### src/rtl/vdp18_pkg.sv
// vdp18_pkg: shared VDP18 types (VRAM slot kinds from the scheduler, CPU port state).
// Fixed geometry: 14-bit VRAM address, 8-bit data.
package vdp18_pkg;

  localparam int unsigned VRAM_AW = 14;
  localparam int unsigned VRAM_DW = 8;

  typedef enum logic [3:0] {
    AC_NONE = 4'd0,
    AC_PNT  = 4'd1,
    AC_PGT  = 4'd2,
    AC_PCT  = 4'd3,
    AC_STST = 4'd4,
    AC_SATY = 4'd5,
    AC_SATX = 4'd6,
    AC_SATN = 4'd7,
    AC_SATC = 4'd8,
    AC_SPT1 = 4'd9,
    AC_SPT2 = 4'd10,
    AC_CPU  = 4'd11
  } access_t;

  typedef enum logic [1:0] {
    IDLE    = 2'd0,
    RD_PEND = 2'd1,
    WR_PEND = 2'd2
  } cpu_port_state_t;

endpackage

### src/rtl/vdp18_cpu_vram_port.sv
// CPU data/control port: holds one VRAM access until an AC_CPU slot grant; a newer access replaces it, no backpressure.
// Register strobe appears one clock after the second control byte. Option: VDP18_WR_UPDATES_RDBUF_EN.
module vdp18_cpu_vram_port
  import vdp18_pkg::*;
(
  input  logic               clock_i,
  input  logic               reset_n_i,
  input  logic               clk_en_i,
  input  logic               rd_i,
  input  logic               wr_i,
  input  logic               mode_i,
  input  logic [0:VRAM_DW-1] cd_i,
  output logic [0:VRAM_DW-1] cd_o,
  input  access_t            access_type_i,
  input  logic [0:VRAM_DW-1] vram_d_i,
  output logic [0:VRAM_AW-1] cpu_vram_a_o,
  output logic [0:VRAM_DW-1] vram_d_o,
  output logic               vram_we_o,
  output logic               req_o,
  output logic               reg_wr_o,
  output logic [0:2]         reg_addr_o,
  output logic [0:VRAM_DW-1] reg_data_o
);

  cpu_port_state_t    r_state;
  cpu_port_state_t    w_state_nxt;
  logic [0:VRAM_AW-1] r_addr;
  logic [0:VRAM_DW-1] r_rdbuf;
  logic [0:VRAM_DW-1] r_wrbuf;
  logic [0:VRAM_DW-1] r_tmp;
  logic               r_flag;
  logic               r_reg_wr;
  logic [0:2]         r_reg_addr;
  logic [0:VRAM_DW-1] r_reg_data;

  logic w_data_wr;
  logic w_data_rd;
  logic w_ctrl_wr;
  logic w_ctrl_rd;
  logic w_grant;
  logic w_addr_ld;
  logic w_reg_ld;

  // A simultaneous rd_i/wr_i is a write.
  assign w_data_wr = wr_i && !mode_i;
  assign w_data_rd = rd_i && !wr_i && !mode_i;
  assign w_ctrl_wr = wr_i && mode_i;
  assign w_ctrl_rd = rd_i && !wr_i && mode_i;
  assign w_grant   = clk_en_i && (access_type_i == AC_CPU) && (r_state != IDLE);
  assign w_addr_ld = w_ctrl_wr && r_flag && !cd_i[0];
  assign w_reg_ld  = w_ctrl_wr && r_flag && cd_i[0];

  always_ff @(posedge clock_i or negedge reset_n_i) begin
    if (!reset_n_i) begin
      r_state <= IDLE;
    end else begin
      r_state <= w_state_nxt;
    end
  end

  // The grant retires the pending access first; any new access becomes pending after it.
  always_comb begin
    w_state_nxt = r_state;
    if (w_grant) begin
      w_state_nxt = IDLE;
    end
    if (w_data_wr) begin
      w_state_nxt = WR_PEND;
    end else if (w_data_rd) begin
      w_state_nxt = RD_PEND;
    end else if (w_addr_ld) begin
      w_state_nxt = cd_i[1] ? IDLE : RD_PEND;
    end
  end

  always_comb begin
    req_o     = (r_state != IDLE);
    vram_we_o = (r_state == WR_PEND) && (access_type_i == AC_CPU);
  end

  always_ff @(posedge clock_i or negedge reset_n_i) begin
    if (!reset_n_i) begin
      r_addr     <= '0;
      r_rdbuf    <= '0;
      r_wrbuf    <= '0;
      r_tmp      <= '0;
      r_flag     <= 1'b0;
      r_reg_wr   <= 1'b0;
      r_reg_addr <= '0;
      r_reg_data <= '0;
    end else begin
      r_reg_wr <= w_reg_ld;
      if (w_reg_ld) begin
        r_reg_addr <= cd_i[5:7];
        r_reg_data <= r_tmp;
      end
      // A fresh address load overrides the grant's post-increment.
      if (w_addr_ld) begin
        r_addr <= {cd_i[2:7], r_tmp};
      end else if (w_grant) begin
        r_addr <= r_addr + 14'd1;
      end
      if (w_grant && (r_state == RD_PEND)) begin
        r_rdbuf <= vram_d_i;
      end
`ifdef VDP18_WR_UPDATES_RDBUF_EN
      if (w_data_wr) begin
        r_rdbuf <= cd_i;
      end
`endif
      if (w_data_wr) begin
        r_wrbuf <= cd_i;
      end
      if (w_ctrl_wr && !r_flag) begin
        r_tmp <= cd_i;
      end
      if (w_ctrl_wr) begin
        r_flag <= !r_flag;
      end else if (w_data_wr || w_data_rd || w_ctrl_rd) begin
        r_flag <= 1'b0;
      end
    end
  end

  assign cd_o         = r_rdbuf;
  assign cpu_vram_a_o = r_addr;
  assign vram_d_o     = r_wrbuf;
  assign reg_wr_o     = r_reg_wr;
  assign reg_addr_o   = r_reg_addr;
  assign reg_data_o   = r_reg_data;

endmodule
### config.mk
export PLATFORM = sky130hd
export DESIGN_NAME = vdp18_cpu_vram_port
export DESIGN_NICKNAME = d
export VERILOG_FILES = /design/src/rtl/vdp18_pkg.sv /design/src/rtl/vdp18_cpu_vram_port.sv
export SDC_FILE = /design/constraint.sdc
export NUM_CORES = 1
export LEC_CHECK = 0
export BUFFER_PORTS_ARGS = -buffer_cell sky130_fd_sc_hd__buf_2
export CORE_MARGIN = 2
export CORE_UTILIZATION = 30
export DETAILED_ROUTE_END_ITERATION = 10
export SYNTH_ARGS = -nofsm -noshare
export SYNTH_HDL_FRONTEND = slang
export SYNTH_SLANG_ARGS = --single-unit
### constraint.sdc
create_clock -name clock_i -period 1.7 [get_ports clock_i]
set_clock_uncertainty 0.1 [all_clocks]
set_input_delay 0.085 -clock clock_i [delete_from_list [all_inputs] [get_ports clock_i]]
set_output_delay 0.085 -clock clock_i [all_outputs]
set_load 0.05 [all_outputs]
==> flow_summary.json, run 1 <==
{
  "run_status": "complete, no violations",
  "slowest_stage": "dlygate4sd3_1",
  "cp_cell_sequence": "dlygate4sd3_1, buf_4, and4b_1, or4_1, mux2_2, nand2_1",
  "hold-worst-slack_ns": 0.0105,
  "swShare_pct": 41.9,
  "wire_per_inst_microns": 14.1,
  "firstDrtPassIters": 4,
  "dp.final_hpwl_microns": 4460,
  "powerDensity_nw_per_um2": 1280,
  "max_freq_mhz": 604,
  "hold_path_depth": 4,
  "min_to": "r_flag",
  "drive_gt1_share_pct": 42.0,
  "grt_usage_pct": 14.4,
  "grt_start_max_net_pins": 29,
  "grt_pass1_vias": 2002,
  "die_w_microns": 94.0,
  "cp.arrival_ns": 1.81,
  "setup_slack_ns": 0.0451,
  "instances_no_fill": 426,
  "n_antenna_cell": 0,
  "power.leakage_uw": 0.00155,
  "syn_nets": 250,
  "die_h_microns": 94.0,
  "grt_setup_unrepaired": "true",
  "ir_drop_mv": 0.592,
  "setup.worst_path.class": "primary input to register",
  "synth_edf_count": 0,
  "crit_buf_inv": 2,
  "critPathTopFamily": "simple AND/OR/NAND/NOR gates",
  "io_pins": 70,
  "period_needed_ns": 1.65,
  "synthArstFlopShare_pct": 100,
  "startpoint_type": "primary input",
  "nets": 350,
  "r2r-end": "cpu_vram_a_o[0]",
  "required_ns": 1.85,
  "tightest_slew_ns": 0.454,
  "path_max_fanout": 5,
  "fin_tns_setup_ns": 0,
  "drtIter0Drc": 69,
  "yosysWarnings": 0,
  "setup.worst_path.start": "cd_i[0]",
  "grt_antenna_before_repair": 0,
  "syn2layout_area_growth_pct": 35.6,
  "drv_cap": 0,
  "fp-row-count": 32,
  "slew_headroom_pct": 69.6,
  "routed_wl_microns": 6000,
  "clk_pin_slew_ns": 0.09,
  "cts_tree": "yes",
  "gp_congestion": 0.789,
  "hold_class": "primary input to register",
  "ant_nets": 0,
  "slew_violations": 0,
  "placed_cells": 400,
  "p_int_uw": 2450,
  "setup_viol": 0,
  "netlist_instances": 223,
  "synth_cell_types": 39,
  "drc": 0,
  "endpoint_kind": "register",
  "power.total_uw": 4230,
  "hold_viol": 0,
  "cpPeakStageDelay_ns": 0.53,
  "dieArea_sq_um": 8840,
  "dp_slack_ns": 0.107,
  "io_buffers": 69,
  "synth_ff_type": "dfrtp_1",
  "ctsLongestPathBuffers": 2,
  "power.switching_uw": 1770,
  "grt_pass1_wl_microns": 9970,
  "clkPwrFrac_pct": 20.0,
  "htreeDepth": 2,
  "numCtsBuffers": 5,
  "grt-ovfl-total": 0,
  "syn_area_sq_um": 2430,
  "min_from": "wr_i",
  "comb_power_share_pct": 38.8,
  "worstReg2RegStart": "r_flag",
  "vias_per_cell": 4.57,
  "yosysSeqAreaShare_pct": 54.6,
  "p_seq_share_pct": 41.2,
  "cts-root-buf": "clkbuf_8",
  "dr_total_vias": 1948,
  "post-cts-setup-buffers": 0,
  "avgSynthCellArea_sq_um": 10.9,
  "coreArea_sq_um": 7770,
  "cts_num_sinks": 53,
  "period_share_pct": 97.3,
  "start_util_pct": 31.3,
  "r2r_cells": 4,
  "insertion_delay_ns": 0.31,
  "synth_seq_cells": 53,
  "r2r_slack_ns": 0.08
}
[kinds of logic after synthesis]
kind of cell               count (synthesis)  synth area share [%]
AOI/OAI and AO/OA                         20                  5.05
buffers and inverters                     12                  2.21
muxes                                     31                  14.1
xor gates and xnor gates                   7                  2.52
DFF                                       53                  54.6
and+or+nand+nor                           99                  21.1
adders and majority gates                  1                 0.515
[registers in the layout, indices dropped and copies added, names as in the netlist, 2 cells and up]
register      flops
vram_d_o          8
r_state           2
reg_addr_o        3
r_tmp             8
reg_data_o        8
cd_o              8
cpu_vram_a_o     14
[cell usage after synthesis (all sizes together), types with 2 or more instances]
| cell type | instances | share of area (%) |
|---|---|---|
| a21boi | 2 | 0.62 |
| a21oi | 4 | 0.82 |
| and2 | 4 | 1.0 |
| and3 | 3 | 0.82 |
| buf | 3 | 0.82 |
| clkbuf | 5 | 0.77 |
| dfrtp | 53 | 55 |
| inv | 4 | 0.62 |
| mux2 | 25 | 12 |
| mux2i | 6 | 2.5 |
| nand2 | 57 | 8.8 |
| nand2b | 2 | 0.51 |
| nand3 | 5 | 1.2 |
| nand3b | 2 | 0.77 |
| nand4 | 3 | 0.77 |
| nand4b | 2 | 0.72 |
| nor2 | 6 | 1.0 |
| nor3 | 5 | 1.0 |
| nor4 | 6 | 3.0 |
| o211ai | 2 | 0.62 |
| o21ai | 10 | 2.2 |
| xnor2 | 7 | 2.5 |
[layout by cell type, fill, tap and decap left out, types with 3 or more instances in the layout]
cell type / n
mux2i_1: 6
nand2_1: 57
xnor2_1: 7
nor2_1: 5
buf_4: 13
inv_1: 4
dlygate4sd3_1: 18
nor4_1: 3
and2_1: 3
nor3_1: 5
dfrtp_2: 11
nand3_1: 4
a21oi_1: 4
dfrtp_1: 42
o21ai_0: 7
clkbuf_8: 5
buf_2: 68
nand4_1: 3
mux2_2: 25
[routing by layer]
metal,vias up,global-route usage [%],routed length [microns]
li1,964,-,-
met1,929,20.2,2900
met2,52,22.9,2730
met4,0,2.90,43
met5,-,0,0
met3,3,3.21,326
[how the worst max path moves through the flow]
stage                            to  slack, ns  cells after the start
finish              cpu_vram_a_o[0]       0.05                      6
global route        cpu_vram_a_o[1]      -0.02                      6
CTS                 cpu_vram_a_o[0]       0.05                      6
detailed placement  cpu_vram_a_o[0]       0.11                      4
global placement    cpu_vram_a_o[0]       0.13                      6
floorplan           cpu_vram_a_o[5]      -0.08                      5
[timing repair]
action,CTS,global route
resized for setup,0,2
endpoints found under the hold margin,76,0
endpoints found under the setup margin,0,4
hold buffers,18,0
[power by group through the flow]
stage | sequential, uW | combinational, uW | clock, uW
detailed placement | 1770 | 1620 | 0
floorplan | 2520 | 379 | 0
global placement | 1750 | 1600 | 0
finish | 1740 | 1640 | 845
global route | 1780 | 1760 | 932
CTS | 1750 | 1660 | 885
[layout make-up]
class	count	area [sq um]
fill	763	4470
sequential	53	1340
multi-input combinational	158	1050
timing repair buffer	101	649
tap	102	128
clock buffer	6	72.6
clock inverter	2	35.0
inverter	4	15.0
[per-stage QoR]
stage	area [sq um]	utilization, %
6_report	3290	42.4
5_1_grt	3290	42.4
4_1_cts	3290	42.3
3_5_place_dp	3000	38.6
3_3_place_gp	3000	38.6
2_1_floorplan	2450	-
[tightest hold or removal path: cells and delay by family]
family	cells	cell delay [ns]
buffers and inverters	1	0.14
and+or+nand+nor	3	0.16
Note: power is estimated with default switching activity, not from simulation.
==> run 2: changes to the inputs <==
--- a/config.mk
+++ b/config.mk
@@ -5,6 +5,7 @@
 export SDC_FILE = /design/constraint.sdc
 export NUM_CORES = 1
 export LEC_CHECK = 0
+export ABC_AREA = 1
 export BUFFER_PORTS_ARGS = -buffer_cell sky130_fd_sc_hd__buf_2
 export CORE_MARGIN = 2
 export CORE_UTILIZATION = 30
==> flow_summary.json, run 2 <==
{
  "run_status": "complete, no violations",
  "synth_most_common_cell": "nand2_1",
  "synth_seq_cells": 53,
  "ctsLongestPathBuffers": 2,
  "grt_pass1_wl_microns": 10700,
  "max_freq_mhz": 662,
  "synthSimpleGateAreaFrac_pct": 33.4,
  "endpoint_kind": "output port",
  "final_cell_mix": "nand2_1, buf_2, dfrtp_1",
  "dpl_cell_area_sq_um": 2990,
  "htreeDepth": 2,
  "slowest_stage": "dfrtp_1",
  "drv_cap": 0,
  "grt_usage_pct": 15.2,
  "syn_nets": 340,
  "startpoint_type": "register",
  "coreArea_sq_um": 8180,
  "io_pins": 70,
  "cpPeakStageDelay_ns": 0.42,
  "dieArea_sq_um": 9160,
  "clkPwrFrac_pct": 17.8,
  "synth_top_family_by_area": "simple AND/OR/NAND/NOR gates",
  "fp-row-count": 33,
  "firstDrtPassIters": 4,
  "dp.final_hpwl_microns": 4860,
  "slew_headroom_pct": 64.8,
  "synth_cell_types": 27,
  "synth-xor-area-share_pct": 1.39,
  "grt_start_max_net_pins": 22,
  "fin_tns_setup_ns": 0,
  "synthTopCellsByCount": "nand2_1, dfrtp_1, nand3_1",
  "synth_mux_area_share_pct": 0,
  "seq_area_sq_um": 1330,
  "drtIter0Drc": 169,
  "vias_per_cell": 4.55,
  "syn_area_sq_um": 2520,
  "swShare_pct": 46.4,
  "die_w_microns": 95.7,
  "power.leakage_uw": 0.00179,
  "nets": 432,
  "period_needed_ns": 1.51,
  "multi_input_area_sq_um": 1030,
  "wire_per_inst_microns": 12.9,
  "required_ns": 1.51,
  "path_max_fanout": 3,
  "synth_ff_type": "dfrtp_1",
  "synth_edf_count": 0,
  "cts_tree": "yes",
  "tightest_slew_ns": 0.527,
  "largest_reg_flops": 14,
  "cts_num_sinks": 53,
  "grt_antenna_before_repair": 0,
  "avgSynthCellArea_sq_um": 8.06,
  "hold_class": "primary input to register",
  "cp.arrival_ns": 1.32,
  "yosysSeqAreaShare_pct": 52.6,
  "yosysWarnings": 0,
  "period_share_pct": 88.8,
  "n_antenna_cell": 0,
  "grt_pass1_vias": 2150,
  "yosys.area.top_type": "dfrtp_1",
  "gp_congestion": 0.828,
  "synth-adder-area-share_pct": 0.496,
  "fillers": 873,
  "cp_cell_sequence": "nor4_2, buf_2",
  "synth_compound_area_share_pct": 5.16,
  "crit_buf_inv": 1,
  "grt_setup_unrepaired": "false",
  "clk_pin_slew_ns": 0.10,
  "netlist_instances": 313,
  "routed_wl_microns": 6580,
  "synthArstFlopShare_pct": 100,
  "dr_total_vias": 2324,
  "comb_power_share_pct": 39.3,
  "netlist.area_leader.share_pct": 52.6,
  "setup_viol": 0,
  "io_buffers": 69,
  "ys_top_cells_by_area": "dfrtp_1, nand2_1, nand3_1, inv_1, o21ai_0",
  "grt-ovfl-total": 0,
  "slew_violations": 0,
  "drc": 0,
  "p_seq_share_pct": 42.9,
  "drive_gt1_share_pct": 23.6,
  "syn2layout_area_growth_pct": 29.3,
  "ant_nets": 0,
  "ir_drop_mv": 0.473,
  "cts-root-buf": "clkbuf_8",
  "die_h_microns": 95.7,
  "hold_viol": 0,
  "insertion_delay_ns": 0.31,
  "final_common_cell": "nand2_1",
  "p_int_uw": 2220,
  "numCtsBuffers": 5,
  "powerDensity_nw_per_um2": 1270,
  "start_util_pct": 30.9,
  "final_area_sq_um": 3260,
  "power.switching_uw": 1930,
  "setup.worst_path.class": "register to output port",
  "critPathTopFamily": "flip-flops"
}
[run 2: changes by cell type after synthesis, moves of 6 or more]
cell,before,now
inv_1,4,27
o21ai_0,7,20
mux2i_1,6,0
mux2_2,25,0
nand2_1,57,129
nand3_1,4,40
[run 2: layout make-up]
| type | instances | share of cell area, % |
|---|---|---|
| timing repair buffer | 91 | 17.0 |
| inverter | 32 | 3.84 |
| clock buffer | 5 | 2.11 |
| clock inverter | 3 | 0.652 |
| tap | 105 | 4.03 |
| multi-input combinational | 222 | 31.6 |
| sequential | 53 | 40.7 |
[run 2: timing repair]
| action | CTS | global route |
|---|---|---|
| buffers inserted | 0 | 0 |
| hold endpoints to repair | 39 | 0 |
| endpoints found under the setup margin | 0 | 3 |
| gates resized for setup | 0 | 1 |
| hold buffers | 18 | 0 |
[run 2: worst paths after layout]
kind,startpoint,end,slack [ns],cells past startpoint
worst max-delay path,r_state[0],vram_we_o,0.19,2
worst min-delay path,mode_i,reg_wr_o,0.05,3
worst max register to register,r_state[0],r_state[0],0.22,8
worst min register to register,reg_data_o[0],reg_data_o[0],0.37,2
max in group asynchronous,reset_n_i,cpu_vram_a_o[13],0.70,3
min in group asynchronous,reset_n_i,vram_d_o[1],0.16,2
[run 2: metrics by stage]
step	cells	utilization (%)	power, uW	setup WS (ns)	hold slack [ns]
final	511	39.9	4150	0.190	0.0487
after global routing	511	39.9	4420	0.0711	0.0343
after CTS	511	39.8	4200	0.135	0.0423
after detailed placement	485	36.5	3430	0.171	-0.0258
after global placement	485	36.5	3410	0.228	-0.0355
after floorplan	313	-	2960	0.00308	-0.311
[run 2: logic make-up after synthesis]
family	after synthesis
xor+xnor	4
fa+ha+maj	1
flops	53
simple gates	193
buf+inv	38
compound gates	24
[run 2: power by group through the flow]
| stage | sequential [uW] | combinational (uW) | clock [uW] |
|---|---|---|---|
| after floorplan | 2540 | 422 | 0 |
| after global placement | 1800 | 1600 | 0 |
| after detailed placement | 1810 | 1620 | 0 |
| after CTS | 1790 | 1650 | 763 |
| after global routing | 1830 | 1770 | 827 |
| final | 1780 | 1630 | 737 |
[run 2: worst register-to-register path, delay by kind of cell, from the launching register on]
kind / cells / cell delay, ns
buf+inv: 3 / 0.43
flops: 1 / 0.42
simple gates: 5 / 0.49
[run 2: per-layer routing]
metal	GRT usage [%]	share of wire, %	up-vias
li1	-	-	1180
met1	21.1	47	1079
met2	23.6	45	59
met3	3.99	6.4	6
met4	3.69	0.99	0
met5	0	0	-
